--- src/rtl/serial_word_receiver_if.sv ---
// Bundle of serial input and recovered-word outputs between the serial link
// and the word receiver. The master drives SI; the slave returns the word and flags.
interface serial_word_receiver_if #(
  parameter int WIDTH = 4
);
  logic             SI;
  logic [WIDTH-1:0] dout;
  logic             valid;
  logic             parity_err;
  logic             frame_err;
  logic             busy;

  modport master (
    output SI,
    input  dout, valid, parity_err, frame_err, busy
  );

  modport slave (
    input  SI,
    output dout, valid, parity_err, frame_err, busy
  );
endinterface

--- src/rtl/serial_word_receiver.sv ---
// LSB-first serial frame receiver: start(1), WIDTH data bits, optional even
// parity, stop(0). Presents the word with a one-cycle valid pulse and error flags.
module serial_word_receiver #(
  parameter int WIDTH     = 4,
  parameter int PARITY_EN = 1
) (
  input  logic                  clk,
  input  logic                  rstn,
  serial_word_receiver_if.slave bus
);
  localparam int                CNT_W  = $clog2(WIDTH);
  localparam logic [CNT_W-1:0]  LAST   = CNT_W'(WIDTH - 1);
  localparam logic              PAR_ON = (PARITY_EN != 0);

  typedef enum logic [1:0] {IDLE, DATA, PARITY, STOP} state_t;

  state_t           state;
  logic [WIDTH-1:0] sr;
  logic [CNT_W-1:0] cnt;
  logic             par_bit;
  logic [WIDTH-1:0] dout_r;
  logic             valid_r;
  logic             perr_r;
  logic             ferr_r;
  logic             busy_r;

  // Even parity: data bits plus parity bit must hold an even number of ones.
  function automatic logic parity_fail(input logic [WIDTH-1:0] w, input logic p);
    return PAR_ON & ((^w) ^ p);
  endfunction

  always_ff @(posedge clk or negedge rstn) begin
    if (!rstn) begin
      state   <= IDLE;
      sr      <= '0;
      cnt     <= '0;
      par_bit <= 1'b0;
      dout_r  <= '0;
      valid_r <= 1'b0;
      perr_r  <= 1'b0;
      ferr_r  <= 1'b0;
      busy_r  <= 1'b0;
    end else begin
      valid_r <= 1'b0;
      case (state)
        IDLE: begin
          if (bus.SI) begin
            state  <= DATA;
            cnt    <= '0;
            busy_r <= 1'b1;
          end
        end
        DATA: begin
          sr <= {bus.SI, sr[WIDTH-1:1]};
          if (cnt == LAST) begin
            cnt   <= '0;
            state <= PAR_ON ? PARITY : STOP;
          end else begin
            cnt <= cnt + CNT_W'(1);
          end
        end
        PARITY: begin
          par_bit <= bus.SI;
          state   <= STOP;
        end
        STOP: begin
          // SI here is the stop bit only; it never starts a new frame.
          dout_r  <= sr;
          valid_r <= 1'b1;
          perr_r  <= parity_fail(sr, par_bit);
          ferr_r  <= bus.SI;
          busy_r  <= 1'b0;
          state   <= IDLE;
        end
        default: state <= IDLE;
      endcase
    end
  end

  assign bus.dout       = dout_r;
  assign bus.valid      = valid_r;
  assign bus.parity_err = perr_r;
  assign bus.frame_err  = ferr_r;
  assign bus.busy       = busy_r;
endmodule

--- src/flat_wrapper.sv ---
// flat-port wrapper written by rule: the top's interface ports become plain ports
module serial_word_receiver_flat 
#(
  parameter int WIDTH     = 4,
  parameter int PARITY_EN = 1
)
  (clk, rstn, bus_SI, bus_dout, bus_valid, bus_parity_err, bus_frame_err, bus_busy);
  serial_word_receiver_if #(.WIDTH(WIDTH)) bus_i ();
  input  logic clk;
  input  logic rstn;
  input wire logic [$bits(bus_i.SI)-1:0] bus_SI;
  output wire logic [$bits(bus_i.dout)-1:0] bus_dout;
  output wire logic [$bits(bus_i.valid)-1:0] bus_valid;
  output wire logic [$bits(bus_i.parity_err)-1:0] bus_parity_err;
  output wire logic [$bits(bus_i.frame_err)-1:0] bus_frame_err;
  output wire logic [$bits(bus_i.busy)-1:0] bus_busy;
  assign bus_i.SI = bus_SI;
  assign bus_dout = bus_i.dout;
  assign bus_valid = bus_i.valid;
  assign bus_parity_err = bus_i.parity_err;
  assign bus_frame_err = bus_i.frame_err;
  assign bus_busy = bus_i.busy;
  serial_word_receiver #(.WIDTH(WIDTH), .PARITY_EN(PARITY_EN)) u_core (.clk(clk), .rstn(rstn), .bus(bus_i));
endmodule
--- config.mk ---
export PLATFORM = sky130hd
export DESIGN_NAME = serial_word_receiver_flat
export DESIGN_NICKNAME = d
export VERILOG_FILES = /design/src/rtl/serial_word_receiver_if.sv /design/src/rtl/serial_word_receiver.sv /design/src/flat_wrapper.sv
export SDC_FILE = /design/constraint.sdc
export NUM_CORES = 1
export LEC_CHECK = 0
export ABC_AREA = 1
export ABC_CLOCK_PERIOD_IN_PS = 2880
export CAP_MARGIN = 40
export CORE_MARGIN = 2
export CORE_UTILIZATION = 57
export CTS_BUF_LIST = sky130_fd_sc_hd__clkbuf_4 sky130_fd_sc_hd__clkbuf_8
export DETAILED_ROUTE_END_ITERATION = 6
export GPL_TIMING_DRIVEN = 0
export MAX_ROUTING_LAYER = met4
export PLACE_DENSITY = 0.83
export REMOVE_ABC_BUFFERS = 1
export SETUP_SLACK_MARGIN = 0.15
export SLEW_MARGIN = 25
export SYNTH_ARGS = -nofsm -noshare
export SYNTH_HDL_FRONTEND = slang
export SYNTH_SLANG_ARGS = --single-unit
--- constraint.sdc ---
create_clock -name clk -period 2.88 [get_ports clk]
set_input_delay 0.72 -clock clk [delete_from_list [all_inputs] [get_ports clk]]
set_output_delay 0.72 -clock clk [all_outputs]
set_load 0.005 [all_outputs]
==> results of run 1 <==
worst min-delay path: cells and delay by family (launching register included):
kind | cells | cell delay [ps]
flops | 1 | 350
simple gates | 1 | 50
compound gates | 1 | 60
stage by stage:
step	power, mW	hold WS [ps]	utilization, %
2_1_floorplan	0.734	424	-
3_3_place_gp	0.886	466	68.3
3_5_place_dp	0.915	475	68.3
4_1_cts	1.05	499	70.6
5_1_grt	1.14	535	71.4
6_report	1.04	494	71.4
flip-flops by register name (all words and copies together), names as in the netlist:
register and count:
u_core.cnt 2, u_core.bus.parity_err 1, u_core.par_bit 1, u_core.bus.valid 1
u_core.bus.busy 1, u_core.bus.frame_err 1, u_core.sr 4, u_core.bus.dout 4
u_core.state 2
layout by cell type (no fill, tap or decap), drive strengths merged:
cell type	instances
ha	5
clkdlybuf4s50	10
o21a	1
buf	1
nand2	23
o21ai	17
nand3	4
or2	1
inv	15
dfrtp	17
clkbuf	3
xnor2	1
clkinvlp	1
cell type report:
cell class / instances / area, um^2
clock buffers: 3 / 22.5
clock inverters: 1 / 7.51
fillers: 101 / 372
inverters: 15 / 56.3
multi-input cells: 52 / 288
flip-flops and latches: 17 / 425
well taps: 15 / 18.8
repair buffers: 11 / 111
report_power, final:
part / leakage (nW) / internal (mW) / switching, mW / total, mW
Combinational: 0.237 / 0.230 / 0.265 / 0.495
Clock: 0.0139 / 0.0529 / 0.0812 / 0.134
Sequential: 0.213 / 0.350 / 0.0646 / 0.415
logic make-up (layout without fill, tap and decap cells):
family / count (synthesis) / in the layout / share of synthesized area, %
fa+ha+maj: 5 / 5 / 7.97
flops: 17 / 17 / 54.2
compound gates: 18 / 18 / 13.2
xor+xnor: 1 / 1 / 1.12
buf+inv: 17 / 30 / 9.09
simple gates: 28 / 28 / 14.4
worst max path at each step:
stage	startpoint	endpoint	slack, ps	depth (start not counted)
after floorplan	u_core.state[1]$_DFFE_PN0P_	u_core.state[0]$_DFFE_PN0P_	1510	8
after global placement	bus_SI	u_core.cnt[0]$_DFFE_PN0P_	1080	5
after detailed placement	bus_SI	u_core.cnt[0]$_DFFE_PN0P_	1070	5
after CTS	u_core.bus.dout[3]$_DFFE_PN0P_	bus_dout[3]	980	1
after global routing	u_core.bus.dout[3]$_DFFE_PN0P_	bus_dout[3]	930	1
final	u_core.bus.dout[3]$_DFFE_PN0P_	bus_dout[3]	980	1
layer usage:
| metal | up-vias | share of wire (%) | wire (um) |
|---|---|---|---|
| li1 | 293 | - | - |
| met1 | 273 | 47 | 615 |
| met3 | 4 | 4.6 | 60 |
| met5 | - | 0 | 0 |
| met4 | 0 | 1.8 | 24 |
| met2 | 12 | 47 | 617 |
==> flow_summary_export.csv, run 1 <==
group,metric,value,unit
min_path,hold_class,"register to register",
yosys,synth_warnings,0,
die,core_area,0.00130,mm^2
cts,postCtsSetupBuffers,0,
routing,drtIter0Drc,9,
place,dp.cells,109,
yosys,synth.most_common_cell,"nand2_1",
global_routing,top_usage_layer,"met2",
timing,fin_crit_sh,65.8,%
cts,clkLatencyLatePin,300,ps
timing,setup_viol,0,
global_routing,grt_max_degree,18,
worst_setup_path,required,2160,ps
flow_run,max_cap_viol_count,0,
yosys,synthTopCellsByCount,"23 x nand2_1, 17 x dfrtp_1, 13 x inv_1, 13 x o21ai_0, 5 x ha_1",
global_routing,globalRouteMet1Util,20.8,%
worst_setup_path,critical_path.cell_chain,"clkdlybuf4s50_1",
global_routing,grt_usage,18.2,%
yosys,syn_area_per_cell,9.12,um^2
place,dp_slack,1070,ps
timing,rsz0062_at_grt,"false",
yosys,synth_top_area_share,54.2,%
worst_setup_path,cp-start-kind,"register",
place,place_congestion,0.686,
cells_and_area,final_cells,114,
yosys,async_flop_share,100,%
worst_setup_path,worst-r2r-setup-slack,1330,ps
worst_setup_path,criticalPathCategory,"register to output pin",
worst_setup_path,r2r_start,"u_core.state[1]$_DFFE_PN0P_",
min_path,hold-path-cell-count,2,
die,die-area,0.00169,mm^2
yosys,synth_edf_count,0,
routing,vias,582,
worst_setup_path,cp_max_fo,2,
die,start_util,60.3,%
place,dpl.hpwl,922,um
cts,cts.sinks,17,
routing,drt_first_pass_iters,4,
timing,max_freq,527,MHz
global_routing,grt.met2_usage,28.9,%
die,die_h,41.1,um
routing,routed_wl,1320,um
yosys,synth_seq_cells,17,
worst_setup_path,cpMaxStageDelayCell,"clkdlybuf4s50_1",
cells_and_area,num_antenna_cells,0,
yosys,synth_flop_cell,"dfrtp_1",
place,dpl_cell_area,888,um^2
min_path,min_to,"u_core.bus.dout[0]$_DFFE_PN0P_",
timing,timing.final.hold_violations,0,
die,rows,13,
worst_setup_path,critPathMaxStageDelay,500,ps
global_routing,grt_use_met3,3.26,%
timing,fin_skew,5.98,ps
timing,slew_headroom,77.2,%
global_routing,grt_first_pass_wirelength,1880,um
cts,root_buffer,"clkbuf_4",
routing,ant_nets,0,
cts,cts_tree,"done",
place,numPortBuffers,10,
worst_setup_path,cp_top_family,"buffers and inverters",
min_path,hp-start,"u_core.bus.dout[0]$_DFFE_PN0P_",
cts,cts_hold_buf,0,
die,die_w,41.1,um
yosys,synthTopCellsByArea,"dfrtp_1 54%, nand2_1 11%, o21ai_0 8.3%, ha_1 8.0%, inv_1 6.2%",
worst_setup_path,crit_buf_inv,1,
worst_setup_path,cp-end-kind,"output pin",
cells_and_area,final_net_count,108,
pwr,p_per_area,1120,mW/mm^2
timing,worst_slack,984,ps
cells_and_area,area_growth,18.5,%
cells_and_area,fin_area,930,um^2
global_routing,grt_pass1_vias,499,
worst_setup_path,r2r-end,"u_core.cnt[0]$_DFFE_PN0P_",
routing,drc,0,
yosys,synthCells,86,
cells_and_area,drive_above_1_share,10.1,%
cts,cts_resized,0,
yosys,seq_area_frac_synth,54.2,%
cts,cts_htree_levels,1,
yosys,yosysTopAreaCell,"dfrtp_1",
yosys,netlist_area,785,um^2
routing,wire_per_inst,11.6,um
die,pin_count,11,
cts,clockBufferDepth,2,
pwr,leakage,0.464,nW
worst_setup_path,arrival,1180,ps
pwr,ir_worst_vdd,0.000525,V
routing,viasPerCell,5.11,
cts,cts_made_buffers,3,
timing,report.final.slew_viol_count,0,
timing,finalCriticalPeriod,1900,ps
worst_setup_path,rr_worst_depth,6,
cts,clk_pin_slew,110,ps
global_routing,grt_overflow,0,
global_routing,antenna_found_initial,0,
timing,fin_setup_tns,0,ps
yosys,synthDistinctLibCells,14,
run_status,status,"finished clean",
timing,worst_pin_slew,342,ps
Note: power is estimated with default switching activity, not from simulation.
==> run 2, diff against run 1 <==
Settings changed: ABC_CLOCK_PERIOD_IN_PS 2880 to 1760, CORE_UTILIZATION 57 to 54, PLACE_DENSITY 0.83 to 0.79.
Clock period 2.88 ns to 1.76 ns, I/O delays scaled along.
==> flow_summary_export.csv, run 2 (synthesized netlist as in run 1, its figures left out) <==
group,metric,value,unit
run_status,status,"finished clean",
cts,cts_htree_levels,1,
cts,root_buffer,"clkbuf_4",
timing,rsz0062_at_grt,"false",
cts,clockBufferDepth,2,
worst_setup_path,cp_top_family,"buffers and inverters",
place,numPortBuffers,10,
global_routing,grt_usage,18.0,%
cts,cts_hold_buf,0,
timing,fin_setup_tns,0,ps
worst_setup_path,cp-startpoint,"u_core.bus.dout[0]$_DFFE_PN0P_",
cts,clk_pin_slew,100,ps
routing,drtIter0Drc,3,
die,die_w,42.1,um
pwr,p_per_area,1800,mW/mm^2
die,die-area,0.00177,mm^2
place,dpl.hpwl,974,um
worst_setup_path,r2r_start,"u_core.state[1]$_DFFE_PN0P_",
routing,viasPerCell,5.02,
cts,clkLatencyLatePin,290,ps
routing,ant_nets,0,
routing,drc,0,
worst_setup_path,arrival,1150,ps
cells_and_area,final_core_util,73.1,%
die,die_h,42.1,um
cells_and_area,mostFrequentLayoutCell,"nand2_1",
pwr,leakage,0.549,nW
pwr,power.total,1.75,mW
timing,setup_viol,0,
timing,finalCriticalPeriod,1590,ps
global_routing,grt_max_degree,18,
die,core_area,0.00133,mm^2
global_routing,grt_first_pass_wirelength,2200,um
cells_and_area,num_antenna_cells,0,
timing,timing.final.hold_violations,0,
cts,cts.sinks,17,
timing,slew_headroom,78.5,%
min_path,hold_class,"input port to asynchronous set/reset pin",
pwr,ir_worst_vdd,0.000911,V
die,start_util,58.8,%
cells_and_area,drive_above_1_share,14.6,%
routing,wire_per_inst,11.4,um
place,place_congestion,0.698,
cells_and_area,nFillCells,101,
routing,routed_wl,1340,um
timing,fin_crit_sh,90.2,%
cells_and_area,final_net_count,112,
worst_setup_path,required,1320,ps
timing,max_freq,630,MHz
timing,timing.hold.ws,393,ps
die,rows,13,
timing,report.final.slew_viol_count,0,
cells_and_area,area_growth,24.2,%
worst_setup_path,crit_cells,1,
timing,worst_pin_slew,322,ps
worst_setup_path,cp_max_fo,2,
worst_setup_path,cp-end-kind,"output pin",
worst_setup_path,critical_path.cell_chain,"clkdlybuf4s50_1",
routing,drt_first_pass_iters,4,
cells_and_area,final_cell_mix,"23 x nand2_1, 17 x dfrtp_1, 13 x inv_1, 13 x o21ai_0",
worst_setup_path,crit_buf_inv,1,
global_routing,antenna_found_initial,0,
worst_setup_path,cp-start-kind,"register",
cts,cts_made_buffers,3,
routing,vias,592,
die,pin_count,11,
worst_setup_path,critPathMaxStageDelay,500,ps
global_routing,grt_overflow,0,
timing,fin_skew,4.66,ps
worst_setup_path,criticalPathCategory,"register to output pin",
flow_run,max_cap_viol_count,0,
global_routing,grt_pass1_vias,533,
worst_setup_path,rr_worst_depth,6,
worst_setup_path,cpMaxStageDelayCell,"clkdlybuf4s50_1",
cts,cts_tree,"done",
-- run 2: what timing repair did --
action	CTS	global route
setup buffers	0	4
gates resized for setup	0	6
setup endpoints to repair	0	10
-- run 2: worst paths after layout --
check | slack (ps) | to
max | 170 | bus_dout[0]
min | 390 | u_core.bus.dout[1]$_DFFE_PN0P_
max reg2reg | 300 | u_core.cnt[0]$_DFFE_PN0P_
min reg2reg | 490 | u_core.bus.dout[3]$_DFFE_PN0P_
max in group asynchronous | 970 | u_core.state[0]$_DFFE_PN0P_
min in group clk | 490 | u_core.bus.dout[3]$_DFFE_PN0P_
-- run 2: through the flow --
| step | std cells | worst slack (ps) | instance area (um^2) |
|---|---|---|---|
| 3_3_place_gp | 109 | 235 | 888 |
| 6_report | 118 | 173 | 975 |
| 5_1_grt | 118 | 140 | 975 |
| 2_1_floorplan | 84 | 389 | 769 |
| 4_1_cts | 113 | 153 | 918 |
| 3_5_place_dp | 109 | 235 | 888 |
-- run 2: per-layer routing --
metal	vias up	track usage, %	share of wire, %
met1	271	19.1	42
met2	11	29.4	50
li1	305	-	-
met4	0	15.0	4.0
met5	-	-	0
met3	5	2.59	4.0
-- run 2: layout make-up --
cell class                      count  area, um^2  share of cell area, %
Timing Repair Buffer               15         154                   15.8
Inverter                           15        56.3                   5.78
Sequential cell                    17         425                   43.6
Clock buffer                        4        30.0                   3.08
Multi-Input combinational cell     52         290                   29.8
Tap cell                           15        18.8                   1.93
-- run 2: where the power goes --
| group | internal (mW) | switching (mW) |
|---|---|---|
| clock network | 0.104 | 0.122 |
| logic | 0.413 | 0.437 |
| registers | 0.574 | 0.106 |
| total | 1.09 | 0.664 |
